[src/rtl/btn_evt_pkg.sv]
`default_nettype none
// ============================================================================
// Module      : btn_evt_pkg
// Description : Shared event codes, FSM state encoding and key-decode helpers
//               for the push-button event generator.
// Revision    : 1.0 - initial release
// ============================================================================
package btn_evt_pkg;

    localparam logic [1:0] EV_INC = 2'd0;
    localparam logic [1:0] EV_DEC = 2'd1;
    localparam logic [1:0] EV_CLR = 2'd2;

    typedef enum logic [1:0] {
        ST_IDLE     = 2'd0,
        ST_HOLD     = 2'd1,
        ST_REPEAT   = 2'd2,
        ST_WAIT_REL = 2'd3
    } state_e;

    // True when exactly one key is pressed
    function automatic logic is_single(input logic [3:0] v);
        return (v != 4'd0) && ((v & (v - 4'd1)) == 4'd0);
    endfunction

    // Maps a single-key pattern onto its event code (btn[3] never reaches here)
    function automatic logic [1:0] key_code(input logic [3:0] v);
        logic [1:0] code;
        case (v)
            4'b0001: code = EV_INC;
            4'b0010: code = EV_DEC;
            default: code = EV_CLR;
        endcase
        return code;
    endfunction

endpackage
`default_nettype wire

[src/rtl/btn_debounce.sv]
`default_nettype none
// ============================================================================
// Module      : btn_debounce
// Description : One-bit 2-FF synchroniser (active-low input) followed by a
//               stability counter; the output level only changes after
//               DEB_CYCLES consecutive samples disagree with it.
// Revision    : 1.0 - initial release
// ============================================================================
module btn_debounce #(
    parameter int DEB_CYCLES = 1000000
) (
    input  logic clk,
    input  logic rst,
    input  logic i_btn_n,
    output logic o_held
);

    localparam int             CW        = (DEB_CYCLES > 1) ? $clog2(DEB_CYCLES) : 1;
    localparam logic [CW-1:0]  C_CNT_MAX = CW'(DEB_CYCLES - 1);

    logic          sync1_q;
    logic          sync2_q;
    logic          held_q;
    logic          held_d;
    logic [CW-1:0] cnt_q;
    logic [CW-1:0] cnt_d;
    logic          w_sample;

    // Stability counter: count while the synced sample disagrees, toggle at terminal count
    always_comb begin
        w_sample = ~sync2_q;
        held_d   = held_q;
        cnt_d    = '0;
        if (w_sample != held_q) begin
            if (cnt_q == C_CNT_MAX) begin
                held_d = ~held_q;
            end else begin
                cnt_d = cnt_q + 1'b1;
            end
        end
    end

    // Synchroniser resets to the released level so no false press follows reset
    always_ff @(posedge clk) begin
        if (rst) begin
            sync1_q <= 1'b1;
            sync2_q <= 1'b1;
            held_q  <= 1'b0;
            cnt_q   <= '0;
        end else begin
            sync1_q <= i_btn_n;
            sync2_q <= sync1_q;
            held_q  <= held_d;
            cnt_q   <= cnt_d;
        end
    end

    assign o_held = held_q;

endmodule
`default_nettype wire

[src/rtl/btn_event_gen.sv]
`default_nettype none
// ============================================================================
// Module      : btn_event_gen
// Description : Debounces four active-low buttons and turns single-key presses
//               into one-cycle INC/DEC/CLR events with hold-to-repeat and a
//               long-press clear.
//               Optional macro BTN_EVT_ACCEL_EN: after 8 repeat events the
//               repeat interval shrinks to TICK_DIV/4 until the key leaves
//               the repeat state.
// Revision    : 1.0 - initial release
// ============================================================================
module btn_event_gen
    import btn_evt_pkg::*;
#(
    parameter int DEB_CYCLES = 1000000,
    parameter int TICK_DIV   = 8388608,
    parameter int HOLD_TICKS = 5
) (
    input  logic       CLK,
    input  logic       RST,
    input  logic [3:0] btn,
    output logic [3:0] held,
    output logic       ev_valid,
    output logic [1:0] ev_code,
    output logic       ev_repeat
);

    localparam int            TW          = (TICK_DIV > 1) ? $clog2(TICK_DIV) : 1;
    localparam int            HW          = $clog2(HOLD_TICKS + 1);
    localparam logic [TW-1:0] C_TICK_LAST = TW'(TICK_DIV - 1);
    localparam logic [HW-1:0] C_HOLD_LAST = HW'(HOLD_TICKS - 1);
`ifdef BTN_EVT_ACCEL_EN
    // Fast interval is kept at 2 or more so ev_valid can never be back-to-back
    localparam int            FAST_DIV    = ((TICK_DIV / 4) > 1) ? (TICK_DIV / 4) : 2;
    localparam logic [TW-1:0] C_TICK_FAST = TW'(FAST_DIV - 1);
    localparam logic [3:0]    C_ACC_AFTER = 4'd8;
`endif

    genvar gi;
    generate
        for (gi = 0; gi < 4; gi++) begin : g_deb
            btn_debounce #(
                .DEB_CYCLES (DEB_CYCLES)
            ) u_deb (
                .clk     (CLK),
                .rst     (RST),
                .i_btn_n (btn[gi]),
                .o_held  (held[gi])
            );
        end
    endgenerate

    state_e        state_q,     state_d;
    logic [TW-1:0] tick_q,      tick_d;
    logic [HW-1:0] hold_q,      hold_d;
    logic [3:0]    key_q,       key_d;
    logic          ev_valid_q,  ev_valid_d;
    logic [1:0]    ev_code_q,   ev_code_d;
    logic          ev_repeat_q, ev_repeat_d;
    logic [TW-1:0] w_tick_last;
    logic          w_tick_wrap;
`ifdef BTN_EVT_ACCEL_EN
    logic [3:0]    acc_q,       acc_d;
`endif

    // Next-state, tick/hold counting and event generation
    always_comb begin
        state_d     = state_q;
        tick_d      = tick_q;
        hold_d      = hold_q;
        key_d       = key_q;
        ev_valid_d  = 1'b0;
        ev_code_d   = ev_code_q;
        ev_repeat_d = ev_repeat_q;
`ifdef BTN_EVT_ACCEL_EN
        acc_d       = acc_q;
        w_tick_last = ((state_q == ST_REPEAT) && (acc_q == C_ACC_AFTER)) ? C_TICK_FAST : C_TICK_LAST;
`else
        w_tick_last = C_TICK_LAST;
`endif
        w_tick_wrap = (tick_q == w_tick_last);

        case (state_q)
            ST_IDLE: begin
                if (held != 4'd0) begin
                    if (is_single(held) && !held[3]) begin
                        key_d   = held;
                        tick_d  = '0;
                        hold_d  = '0;
                        state_d = ST_HOLD;
                        // Clear key only acts on long press, so no initial event
                        if (!held[2]) begin
                            ev_valid_d  = 1'b1;
                            ev_code_d   = key_code(held);
                            ev_repeat_d = 1'b0;
                        end
                    end else begin
                        state_d = ST_WAIT_REL;
                    end
                end
            end

            ST_HOLD, ST_REPEAT: begin
                if (held == 4'd0) begin
                    state_d = ST_IDLE;
                end else if (held != key_q) begin
                    state_d = ST_WAIT_REL;
                end else if (!w_tick_wrap) begin
                    tick_d = tick_q + 1'b1;
                end else begin
                    tick_d = '0;
                    if (state_q == ST_REPEAT) begin
                        ev_valid_d  = 1'b1;
                        ev_code_d   = key_code(key_q);
                        ev_repeat_d = 1'b1;
`ifdef BTN_EVT_ACCEL_EN
                        if (acc_q != C_ACC_AFTER) begin
                            acc_d = acc_q + 4'd1;
                        end
`endif
                    end else if (hold_q == C_HOLD_LAST) begin
                        ev_valid_d = 1'b1;
                        ev_code_d  = key_code(key_q);
                        if (key_q[2]) begin
                            ev_repeat_d = 1'b0;
                            state_d     = ST_WAIT_REL;
                        end else begin
                            ev_repeat_d = 1'b1;
                            state_d     = ST_REPEAT;
`ifdef BTN_EVT_ACCEL_EN
                            acc_d       = 4'd1;
`endif
                        end
                    end else begin
                        hold_d = hold_q + 1'b1;
                    end
                end
            end

            ST_WAIT_REL: begin
                if (held == 4'd0) begin
                    state_d = ST_IDLE;
                end
            end

            default: begin
                state_d = ST_IDLE;
            end
        endcase

`ifdef BTN_EVT_ACCEL_EN
        // Acceleration history only survives while the key stays in REPEAT
        if (state_d != ST_REPEAT) begin
            acc_d = 4'd0;
        end
`endif
    end

    // FSM and registered outputs; reset drops any pending event silently
    always_ff @(posedge CLK) begin
        if (RST) begin
            state_q     <= ST_IDLE;
            tick_q      <= '0;
            hold_q      <= '0;
            key_q       <= 4'd0;
            ev_valid_q  <= 1'b0;
            ev_code_q   <= 2'd0;
            ev_repeat_q <= 1'b0;
`ifdef BTN_EVT_ACCEL_EN
            acc_q       <= 4'd0;
`endif
        end else begin
            state_q     <= state_d;
            tick_q      <= tick_d;
            hold_q      <= hold_d;
            key_q       <= key_d;
            ev_valid_q  <= ev_valid_d;
            ev_code_q   <= ev_code_d;
            ev_repeat_q <= ev_repeat_d;
`ifdef BTN_EVT_ACCEL_EN
            acc_q       <= acc_d;
`endif
        end
    end

    assign ev_valid  = ev_valid_q;
    assign ev_code   = ev_code_q;
    assign ev_repeat = ev_repeat_q;

endmodule
`default_nettype wire

[config.mk]
export PLATFORM = sky130hd
export DESIGN_NAME = btn_event_gen
export DESIGN_NICKNAME = d
export VERILOG_FILES = /design/src/rtl/btn_evt_pkg.sv /design/src/rtl/btn_debounce.sv /design/src/rtl/btn_event_gen.sv
export SDC_FILE = /design/constraint.sdc
export NUM_CORES = 1
export LEC_CHECK = 0
export CORE_MARGIN = 4
export CORE_UTILIZATION = 60
export CTS_CLUSTER_SIZE = 16
export DETAILED_ROUTE_END_ITERATION = 8
export PLACE_DENSITY = 0.86
export SLEW_MARGIN = 20
export SYNTH_ARGS = -nofsm -noshare
export SYNTH_HDL_FRONTEND = slang
export SYNTH_SLANG_ARGS = --single-unit
[constraint.sdc]
create_clock -name CLK -period 4.49 [get_ports CLK]
set_input_delay 0.6735 -clock CLK [delete_from_list [all_inputs] [get_ports CLK]]
set_output_delay 0.6735 -clock CLK [all_outputs]
set_load 0.05 [all_outputs]
Yosys cells after proc, flatten, opt, wreduce, memory -nomap -nowiden

Cells that the tools add are included.

Output and inout bits: 8
Logic and storage cells: 150
Flip-flop bits (word level): 128
Input port bits: 6

Multiplexer cells: 54
Bitwise operators: 13
Reductions and logical operators: 22
Equality and inequality tests: 31
Add/sub/neg operators: 7

Operators by type and width:

| kind                    | number |
|---|---|
| $mux W23                | 5 |
| $add A20 B1 Y20 const B | 4 |
| $eq A20 B20 Y1 const B  | 4 |
| $pmux W23 S2            | 1 |
| $mux W2                 | 16 |
| $add A23 B1 Y23 const B | 1 |
| $eq A23 B23 Y1 const B  | 1 |
| $mux W3                 | 7 |
| $mux W1                 | 18 |
| $ne A2 B2 Y1 const B    | 9 |
| $reduce_and A8 Y1       | 2 |
| $ne A4 B4 Y1 const B    | 3 |
| $not A1 Y1              | 12 |
| $pmux W2 S2             | 3 |
| $reduce_or A3 Y1        | 4 |
| $reduce_and A5 Y1       | 2 |
| $eq A4 B1 Y1 const B    | 2 |
| $eq A4 B2 Y1 const B    | 2 |
| $logic_not A4 Y1        | 2 |
| $reduce_and A2 Y1       | 4 |
| $pmux W2 S3             | 1 |
| $pmux W3 S2             | 1 |
| $and A4 B4 Y4           | 1 |
| $eq A2 B2 Y1 const B    | 2 |
| other kinds (15)        | 20 |

Logic depth before layout (Yosys ltp)

Gate-level depths: netlist (run 1).

Word-level depth: 8
Mapped depth: 10
Depth with buffers taken out: 7

By module

A second synthesis (run 1) with hierarchy kept.

Cell total of the unflattened synthesis: 716
Area total of the unflattened synthesis: 6299.8 µm²

By module, submodules not included:

| module        | cells an instance | area each (µm²) | instances | seq. area each (µm²) |
|---|---|---|---|---|
| btn_debounce  | 111               | 1016.0          | 4         | 460.4 |
| btn_event_gen | 272               | 2235.9          | 1         | 720.7 |

Worst setup path after synthesis (run 1)

OpenSTA, ideal clock, no wires.

Kind: flip-flop to flip-flop
From: register state_q[1]
To: register tick_q[10]
Data arrival time: 2.255 ns
Buffers on the path: 3
Required time: 4.375 ns
Library setup time: 0.115 ns
Cell stages (with the launch flop): 10
Setup slack: 2.120 ns
Clock period less this slack: 2.370 ns
Path through: dfxtp_1 -> inv_1 -> ha_1 -> clkbuf_1 -> o211ai_2 -> or3_1 -> buf_2 -> o21ai_2 -> buf_4 -> nor2_1

Word-level cells in the longest chain between the ends: 4
Elaborated cells between the ends (all ways): 11
Classes of those cells: eq/ne: 6; mux: 1; reduce/logical: 4

Ends and longest elaborated chain:

| what                                                         | RTL line             | source |
|---|---|---|
| start: declaration                                           | btn_event_gen.sv:53  | `state_e state_q, state_d;` |
| start signal: assignment                                     | btn_event_gen.sv:173 | `state_q <= state_d;` |
| $eq A2 B2 Y1 or $eq A2 B1 Y1 (tied branches)                 | btn_event_gen.sv:83  | `case (state_q)` |
| $reduce_or A2 Y1                                             | btn_event_gen.sv:83  |  |
| $ne A2 B2 Y1 (no line) or $reduce_bool A2 Y1 (tied branches) | -                    |  |
| $reduce_and A5 Y1 (no line)                                  | -                    |  |
| end signal: assignment                                       | btn_event_gen.sv:174 | `tick_q <= tick_d;` |
| end: declaration                                             | btn_event_gen.sv:54  | `logic [TW-1:0] tick_q, tick_d;` |

Several ways; a longest one is shown, not always the timed one.
A chain may end at the register's enable or synchronous reset.

Worst setup path in the final report (run 1)

From: register state_q[1]
To: register tick_q[12]

Same word-level chain as after synthesis.

==> metrics.md, run 1 <==
| Metric | Value |
|---|---|
| Hold WC Path Type | flip-flop to flip-flop |
| Critical Path AT | 3.35 ns |
| Via count | 4808 |
| Worst R2R Setup Slack | 1.52 ns |
| Setup bufs post-CTS | 0 |
| Root Buffer Master | clkbuf_8 |
| Xor and xnor area share after synthesis | 0.145 |
| Proportion of synthesized area in mux cells | 0.0135 |
| FF+latch area | 2560 sq um |
| # IOs | 14 |
| DR WL/cell | 14.7 microns |
| Cts hold-fix bufs | 0 |
| Worst skew pair latency | 0.54 ns |
| Worst Skew | 0.0131 ns |
| Filler instances | 718 |
| WL final | 12300 microns |
| First-pass GRT wire length | 21400 microns |
| Mapped Area | 6030 sq um |
| Final critical-path share of the clock period | 0.661 |
| Worst slack at placement | 1.61 ns |
| Iteration-0 DRC Markers | 339 |
| Status | complete, no violations |
| Synthesized area per cell | 8.73 sq um |
| Synth unique cells | 60 |
| Fin Setup TNS | 0 ns |
| Simple-Gate Fraction of Synth Area | 0.293 |
| Die Ht | 108 microns |
| Gpl congestion | 0.835 |
| Grt total ovfl | 0 |
| Core Util, Final | 0.692 |
| Post-synth top flop | dfxtp_1 |
| Main combinational cell family by area after synthesis | simple AND/OR/NAND/NOR gates |
| Crit Path Category | flip-flop to flip-flop |
| CP max-delay cell | o21ai_2 |
| Initial antenna violation count | 0 |
| Synth Area in Compound Gates | 0.0550 |
| Worst-path maximum fanout | 19 |
| Clk slew on worst S/H paths | 0.06 ns |
| Worst-margin pin slew | 0.773 ns |
| Vias in the first global route | 4824 |
| Clock sink total | 128 |
| Synthesis-to-layout area growth | 12.3% |
| Hold WS | 0.410 ns |
| Worst VDD drop | 357 uV |
| Die width | 108 microns |
| DRT antenna net count | 0 |
| Number of synthesized flops with an enable pin | 0 |
| N_diodes | 0 |
| Core area | 9770 sq um |
| Clock Path Buffers | 2 |
| Max Fclk | 337 MHz |
| Rel. slew slack | 0.480 |
| Fraction of layout cells with a size suffix above 1 | 0.0785 |
| Yosys reg bits | 128 |
| Fraction of registers with async set or reset after synthesis | 0 |
| Final nets | 707 |
| Syn Nets | 709 |
| First drt pass iteration count | 5 |
| Area of the multi-input gates | 3210 sq um |
| Number of remaining DRC errors | 0 |
| Slew Limit Fails | 0 |
| CTS HTree Levels | 4 |
| Row count | 36 |
| Max cap viols | 0 |
| Min cycle time layout | 2.97 ns |
| CP startpoint kind | flip-flop |
| Worst path cell trace | inv_1 -> ha_1 -> inv_1 -> a41oi_2 -> or3_1 -> o21ai_2 -> nor2_1 |
| Largest net degree at the start of global routing | 21 |
| Worst Path Required | 4.87 ns |
| Post-CTS Resized | 0 |
| Final setup viols | 0 |
| Pleak | 2.20 nW |
| Post-DP HPWL | 7900 microns |
| Sequential-to-total area share from yosys stat | 0.425 |
| Port Buf Inserts | 13 |
| Crit. End Element | flip-flop |
| CTS tree | done |
| All-layer global routing usage | 0.229 |
| DIE AREA | 11700 sq um |
| Synth warnings | 0 |
| Initial Util | 0.617 |
| TritonCTS buffer count | 17 |
| Setup ws final | 1.52 ns |
| Via-to-Cell Ratio | 5.76 |
| Synth Instances | 690 |
| Crit-path max cell delay | 0.69 ns |
| Power, Total | 2.80 mW |
| Endpoints failing hold | 0 |
| Synth Area in Adders | 0.0270 |
| RSZ-0062 raised after global routing | no |
| Most used cell along the critical path | inv_1 |
| Pwr per Cell Area | 414 nW/um^2 |
## power by group
| part | internal (mW) | total (mW) | switching [mW] |
|---|---|---|---|
| Combinational | 0.0681 | 0.218 | 0.150 |
| Clock | 0.917 | 1.42 | 0.506 |
| Sequential | 1.15 | 1.16 | 0.0108 |
## synthesized netlist by cell type, types with 6 or more instances
master    count  area, sq um
and3_1        9         56.3
a21oi_1       9         45.0
and4_1       12          105
nand3_1      42          210
or4_1        10         75.1
dfxtp_1     128         2560
or2_2        10         62.6
nand4_1      25          156
buf_4         6         45.0
nor2_1      131          492
mux2i_1       7         70.1
nor4_1       24          150
clkbuf_1     22         82.6
xor2_1       44          385
inv_1        18         67.6
nor3_1       11         55.1
xnor2_1      50          438
nand2_1      40          150
ha_1         13          163
## critical path, delay by kind of cell, from the launching register on
kind	cells	cell delay, ns
AOI/OAI and AO/OA	2	0.87
and+or+nand+nor	2	0.76
adders and majority gates	1	0.42
DFF	1	0.41
buffers and inverters	2	0.35
## kinds of logic (layout without fill, tap and decap cells)
kind of cell | Yosys count | in the layout
compound gates | 43 | 43
xor+xnor | 97 | 97
fa+ha+maj | 13 | 13
buf+inv | 54 | 65
flops | 128 | 128
mux | 8 | 8
simple gates | 347 | 347
## sequential cells by signal, indices dropped and copies added, names as in the netlist
signal	cells
g_deb.u_deb.sync1_q	4
g_deb.u_deb.sync2_q	4
hold_q	3
state_q	2
ev_valid	1
ev_repeat	1
key_q	4
tick_q	23
g_deb.u_deb.o_held	4
ev_code	2
g_deb.u_deb.cnt_q	80
## final timing paths
| check | from | to | cells past startpoint |
|---|---|---|---|
| worst max-delay path | state_q[1]$_SDFFE_PP0P_ | tick_q[12]$_SDFFE_PP0P_ | 7 |
| worst max register to register | state_q[1]$_SDFFE_PP0P_ | tick_q[12]$_SDFFE_PP0P_ | 7 |
| worst min register to register | g_deb[3].u_deb.sync1_q$_SDFF_PP1_ | g_deb[3].u_deb.sync2_q$_SDFF_PP1_ | 1 |
| worst min-delay path | g_deb[3].u_deb.sync1_q$_SDFF_PP1_ | g_deb[3].u_deb.sync2_q$_SDFF_PP1_ | 1 |
## layout by cell type (no fill, tap or decap), types with 7 or more instances in the layout
cell | synthesis | layout
or4_1 | 10 | 10
nor2_1 | 131 | 131
or2_2 | 10 | 10
inv_1 | 18 | 18
nand4_1 | 25 | 25
nor4_1 | 24 | 24
a21oi_1 | 9 | 9
ha_1 | 13 | 13
and3_1 | 9 | 9
and4_1 | 12 | 12
xor2_1 | 44 | 44
nand2_1 | 40 | 40
nor3_1 | 11 | 11
clkbuf_16 | 0 | 16
dfxtp_1 | 128 | 128
clkdlybuf4s50_1 | 0 | 13
nand3_1 | 42 | 42
mux2i_1 | 7 | 7
xnor2_1 | 50 | 50
## stage by stage
| stage | cell area (sq um) | cells |
|---|---|---|
| after detailed placement | 6150 | 802 |
| after CTS | 6770 | 834 |
| final | 6770 | 834 |
| after global placement | 6150 | 802 |
| after global routing | 6770 | 834 |
| after floorplan | 6030 | 690 |
## layer usage
metal,global-route usage,wire (microns)
met5,0,0
met4,0.128,296
met3,0.0537,590
met2,0.380,5970
met1,0.273,5400
## final cells by class
type,instances,share of cell area
Multi-Input combinational cell,508,0.475
Sequential cell,128,0.379
Clock buffer,19,0.0638
Clock inverter,13,0.0274
Tap cell,133,0.0246
Timing Repair Buffer,14,0.0203
Inverter,19,0.0105
No activity file was read; power rests on OpenSTA's default activity.
==> run 2, diff against run 1 <==
==> constraint.sdc (replaced) <==
create_clock -name CLK -period 2.77 [get_ports CLK]
set_input_delay 0.4155 -clock CLK [delete_from_list [all_inputs] [get_ports CLK]]
set_output_delay 0.4155 -clock CLK [all_outputs]
set_load 0.05 [all_outputs]
==> run 2 against run 1 <==
Net effect: register-to-register slack got worse by 1.3 ns; clock power rose by 51%; flip-flop and latch count unchanged; setup slack got worse by 1.3 ns; global-route usage grew 0.21 points; clock-buffer cell count grew 5; combinational power rose by 79%; first-iteration DRC count shrank 11%; via count is 0.67% higher; maximum frequency up 15%; critical endpoint is now tick_q[13]$_SDFFE_PP0P_.
==> metrics.md, run 2 (synthesized netlist as in run 1, its figures left out) <==
| Metric | Value |
|---|---|
| Slew Limit Fails | 0 |
| Hold WC Path Type | flip-flop to flip-flop |
| Sequential share of power | 0.426 |
| N_diodes | 0 |
| DIE AREA | 11700 sq um |
| Final nets | 717 |
| Die Ht | 108 microns |
| P_int | 3.35 mW |
| Hold path start | g_deb[1].u_deb.sync1_q$_SDFF_PP1_ |
| WL final | 12400 microns |
| Worst R2R Setup Slack | 0.19 ns |
| Clock Path Buffers | 2 |
| Non-Filler Instances | 844 |
| Core area | 9770 sq um |
| Power, Total | 4.41 mW |
| Worst-path maximum fanout | 12 |
| Startpoint of the worst-slack reg-to-reg timing path | state_q[1]$_SDFFE_PP0P_ |
| CP max-delay cell | or3_1 |
| Synthesis-to-layout area growth | 13.0% |
| Post-DP HPWL | 8200 microns |
| Die width | 108 microns |
| Critical Path AT | 3.02 ns |
| Root Buffer Master | clkbuf_8 |
| Area of the multi-input gates | 3220 sq um |
| Iteration-0 DRC Markers | 303 |
| DRT antenna net count | 0 |
| Crit Path Category | flip-flop to flip-flop |
| TritonCTS buffer count | 17 |
| Worst VDD drop | 409 uV |
| Worst path cell trace | inv_1 -> ha_1 -> o211ai_2 -> or3_1 -> or4_1 -> a21oi_1 |
| Worst-margin pin slew | 0.846 ns |
| Worst Path Required | 3.21 ns |
| Worst Skew | 0.00606 ns |
| Crit-path max cell delay | 0.60 ns |
| Commonest non-fill, non-tap cells in the layout | 131 x nor2_1, 128 x dfxtp_1, 50 x xnor2_1 |
| R2R Path End | tick_q[13]$_SDFFE_PP0P_ |
| Via-to-Cell Ratio | 5.73 |
| Grt total ovfl | 0 |
| First-pass GRT wire length | 21900 microns |
| Rel. slew slack | 0.431 |
| Placed insts | 812 |
| All-layer global routing usage | 0.231 |
| Row count | 36 |
| Net switching power | 1.06 mW |
| Via count | 4840 |
| Final critical-path share of the clock period | 0.932 |
| Number of remaining DRC errors | 0 |
| Final setup viols | 0 |
| Initial antenna violation count | 0 |
| Pleak | 2.23 nW |
| FF+latch area | 2560 sq um |
| CP top delay family | simple AND/OR/NAND/NOR gates |
| Filler instances | 704 |
| R2r worst-path depth | 6 |
| Largest regs | g_deb.u_deb.cnt_q: 80 flops, tick_q: 23 flops |
| Max cap viols | 0 |
| DR WL/cell | 14.7 microns |
| Vias in the first global route | 4854 |
| Cts hold-fix bufs | 0 |
| Setup bufs post-CTS | 0 |
| Pwr per Cell Area | 648 nW/um^2 |
| Max Fclk | 387 MHz |
| Status | complete, no violations |
| Worst skew pair latency | 0.52 ns |
| # IOs | 14 |
| Fraction of layout cells with a size suffix above 1 | 0.0872 |
| CP startpoint kind | flip-flop |
| Min cycle time layout | 2.58 ns |
| Clock sink total | 128 |
| CTS HTree Levels | 4 |
| Most common cell after layout, fill and taps aside | nor2_1 |
| WHS Path Cells | 1 |
| Max reg flops | 80 |
| Setup ws final | 0.189 ns |
| Core Util, Final | 0.696 |
| Switching part of the total | 0.240 |
| Crit. End Element | flip-flop |
| CTS tree | done |
| Largest net degree at the start of global routing | 21 |
| Combinational power share | 0.088 |
| Clock power share | 0.485 |
| Most flops, register | g_deb.u_deb.cnt_q |
| First drt pass iteration count | 5 |
| Clk slew on worst S/H paths | 0.06 ns |
| Gpl congestion | 0.843 |
| Initial Util | 0.617 |
| Port Buf Inserts | 13 |
| WP buf/inv | 1 |
| Endpoints failing hold | 0 |
| Worst slack at placement | 0.0929 ns |
| Hold worst-path end | g_deb[1].u_deb.sync2_q$_SDFF_PP1_ |
[run 2: cell types whose count changed in the layout (fill, tap and decap cells not counted), moves of 2 or more]
| cell | previous run | this run |
|---|---|---|
| clkbuf_1 | 1 | 4 |
| clkinv_2 | 3 | 1 |
| buf_4 | 1 | 11 |
| clkbuf_8 | 2 | 4 |
| bufinv_16 | 4 | 2 |
[run 2: how the worst max path moves through the flow]
stage,startpoint,endpoint,slack [ns],cells after the start
floorplan,state_q[1]$_SDFFE_PP0P_,tick_q[11]$_SDFFE_PP0P_,0.40,9
global placement,state_q[1]$_SDFFE_PP0P_,tick_q[22]$_SDFFE_PP0P_,0.26,6
detailed placement,state_q[1]$_SDFFE_PP0P_,tick_q[7]$_SDFFE_PP0P_,0.09,6
CTS,state_q[1]$_SDFFE_PP0P_,tick_q[7]$_SDFFE_PP0P_,0.05,6
global route,state_q[1]$_SDFFE_PP0P_,tick_q[14]$_SDFFE_PP0P_,-0.01,6
finish,state_q[1]$_SDFFE_PP0P_,tick_q[13]$_SDFFE_PP0P_,0.19,6
[run 2: stage by stage]
step / cell area, sq um / setup TNS, ns / hold WS (ns)
2_1_floorplan: 6030 / 0 / 0.389
3_3_place_gp: 6220 / 0 / 0.391
3_5_place_dp: 6220 / 0 / 0.397
4_1_cts: 6800 / 0 / 0.405
5_1_grt: 6810 / -0.0465 / 0.425
6_report: 6810 / 0 / 0.401
[run 2: area by class of cell]
| class | count | area share |
|---|---|---|
| inverters | 19 | 0.0105 |
| clock buffers | 24 | 0.0691 |
| flip-flops and latches | 128 | 0.376 |
| clock inverters | 8 | 0.0154 |
| repair buffers | 24 | 0.0312 |
| multi-input cells | 508 | 0.473 |
| well taps | 133 | 0.0244 |
[run 2: layer usage]
metal	global-route usage	wire [microns]	vias to the layer above
met5	0	0	-
met4	0.0947	262	0
met3	0.0519	581	29
met2	0.397	6200	132
met1	0.280	5360	2288
li1	-	-	2391
[run 2: power by group through the flow]
stage | combinational (mW) | clock, mW | sequential, mW
after floorplan | 0.266 | 0 | 1.91
after global placement | 0.347 | 0 | 1.91
after detailed placement | 0.374 | 0 | 1.92
after CTS | 0.378 | 2.17 | 1.88
after global routing | 0.430 | 2.25 | 1.88
final | 0.390 | 2.14 | 1.88
[run 2: repair_timing]
item	4_1_cts	5_1_grt
gates resized for setup	0	1
setup endpoints to repair	0	19
hold endpoints to repair	0	0
==> run 3, diff against run 2 <==
--- a/config.mk
+++ b/config.mk
@@ -5,8 +5,10 @@
 export SDC_FILE = /design/constraint.sdc
 export NUM_CORES = 1
 export LEC_CHECK = 0
+export CAP_MARGIN = 20
 export CORE_MARGIN = 4
 export CORE_UTILIZATION = 60
+export CTS_BUF_LIST = sky130_fd_sc_hd__clkbuf_8
 export CTS_CLUSTER_SIZE = 16
 export DETAILED_ROUTE_END_ITERATION = 8
 export PLACE_DENSITY = 0.86
==> run 3 against run 2 <==
Net effect: sequential power is essentially flat; largest power group is now registers; combinational power is 1% lower; final cell count stayed put; sequential share of layout area grew 1.0 points; clock-buffer cell count fell by 4; critical path type unchanged; total power shrank 13%; clock power decreased by 26%; critical path depth unchanged; global-route usage down 0.32 points.
==> metrics.md, run 3 (synthesized netlist as in run 1, its figures left out) <==
| Metric | Value |
|---|---|
| Iteration-0 DRC Markers | 301 |
| Largest net degree at the start of global routing | 21 |
| Worst-margin pin slew | 0.842 ns |
| Worst path cell trace | inv_1 -> ha_1 -> o211ai_2 -> or3_1 -> or4_1 -> a21oi_1 |
| Commonest non-fill, non-tap cells in the layout | 131 x nor2_1, 128 x dfxtp_1, 50 x xnor2_1 |
| Largest regs | g_deb.u_deb.cnt_q: 80 flops, tick_q: 23 flops |
| Min cycle time layout | 2.57 ns |
| Worst Path Required | 3.15 ns |
| Vias in the first global route | 4810 |
| DIE AREA | 11700 sq um |
| Most flops, register | g_deb.u_deb.cnt_q |
| WL final | 12000 microns |
| Setup ws final | 0.198 ns |
| Pwr per Cell Area | 579 nW/um^2 |
| # IOs | 14 |
| Hold WC Path Type | flip-flop to flip-flop |
| Max reg flops | 80 |
| DRT antenna net count | 0 |
| Crit Path Category | flip-flop to flip-flop |
| Placed insts | 812 |
| Cts hold-fix bufs | 0 |
| TritonCTS buffer count | 17 |
| Worst VDD drop | 465 uV |
| Endpoints failing hold | 0 |
| Die Ht | 108 microns |
| Fraction of layout cells with a size suffix above 1 | 0.0872 |
| Filler instances | 739 |
| Critical Path AT | 2.95 ns |
| Crit-path max cell delay | 0.60 ns |
| Rel. slew slack | 0.434 |
| Slew Limit Fails | 0 |
| Row count | 36 |
| Power, Total | 3.84 mW |
| Non-Filler Instances | 844 |
| Pleak | 2.16 nW |
| Max Fclk | 389 MHz |
| WHS Path Cells | 1 |
| Core area | 9770 sq um |
| CP max-delay cell | or4_1 |
| Root Buffer Master | clkbuf_8 |
| Worst Skew | 0.00963 ns |
| FF+latch area | 2560 sq um |
| Worst-path maximum fanout | 12 |
| Worst slack at placement | 0.0929 ns |
| CP startpoint kind | flip-flop |
| Worst skew pair latency | 0.44 ns |
| Grt total ovfl | 0 |
| Gpl congestion | 0.843 |
| Clock sink total | 128 |
| Via-to-Cell Ratio | 5.78 |
| Final critical-path share of the clock period | 0.929 |
| Hold WS | 0.410 ns |
| Die width | 108 microns |
| Via count | 4881 |
| Final setup viols | 0 |
| Initial Util | 0.617 |
| First drt pass iteration count | 5 |
| Port Buf Inserts | 13 |
| Clk slew on worst S/H paths | 0.08 ns |
| Final nets | 717 |
| CTS tree | done |
| Area of the multi-input gates | 3220 sq um |
| Most common cell after layout, fill and taps aside | nor2_1 |
| Post-DP HPWL | 8200 microns |
| N_diodes | 0 |
| All-layer global routing usage | 0.228 |
| Status | complete, no violations |
| Number of remaining DRC errors | 0 |
| Synthesis-to-layout area growth | 9.96% |
| R2r worst-path depth | 6 |
| Initial antenna violation count | 0 |
| DR WL/cell | 14.2 microns |
| CTS HTree Levels | 4 |
| Clock Path Buffers | 2 |
| First-pass GRT wire length | 21500 microns |
| Crit. End Element | flip-flop |
| Max cap viols | 0 |
[run 3: critical path, delay by kind of cell, from the launching register on]
family / cells / cell delay (ns)
AOI/OAI and AO/OA: 2 / 0.33
adders and majority gates: 1 / 0.46
buffers and inverters: 1 / 0.11
DFF: 1 / 0.42
and+or+nand+nor: 2 / 1.19
[run 3: report_power, final]
part | total (mW) | leakage, nW | internal [mW] | switching [mW]
sequential | 1.88 | 1.03 | 1.86 | 0.0175
clock | 1.58 | 0.206 | 0.858 | 0.718
combinational | 0.386 | 0.921 | 0.137 | 0.249
[run 3: cell type report]
class	instances	area share
multi-input cells	508	0.486
clock inverters	12	0.0181
flip-flops and latches	128	0.387
well taps	133	0.0251
inverters	19	0.0108
repair buffers	24	0.0321
clock buffers	20	0.0415
[run 3: metal layers]
metal | vias up | share of wire | track usage
met2 | 127 | 0.50 | 0.386
li1 | 2394 | - | -
met1 | 2333 | 0.43 | 0.271
met4 | 0 | 0.023 | 0.100
met3 | 27 | 0.044 | 0.0609
met5 | - | 0 | 0
[run 3: through the flow]
stage / area (sq um) / TNS [ns] / util
finish: 6630 / 0 / 0.678
global route: 6630 / -0.00120 / 0.678
CTS: 6620 / 0 / 0.677
detailed placement: 6220 / 0 / 0.637
global placement: 6220 / 0 / 0.637
floorplan: 6030 / 0 / -
[run 3: final timing paths]
check                                          from                                 to  slack (ns)
hold reg to reg   g_deb[1].u_deb.sync1_q$_SDFF_PP1_  g_deb[1].u_deb.sync2_q$_SDFF_PP1_        0.41
setup / recovery            state_q[1]$_SDFFE_PP0P_            tick_q[15]$_SDFFE_PP0P_        0.20
hold / removal    g_deb[1].u_deb.sync1_q$_SDFF_PP1_  g_deb[1].u_deb.sync2_q$_SDFF_PP1_        0.41
setup reg to reg            state_q[1]$_SDFFE_PP0P_            tick_q[15]$_SDFFE_PP0P_        0.20
[run 3: what timing repair did]
item	4_1_cts	5_1_grt
setup buffers	0	0
resized for setup	0	1
endpoints found under the setup margin	0	19
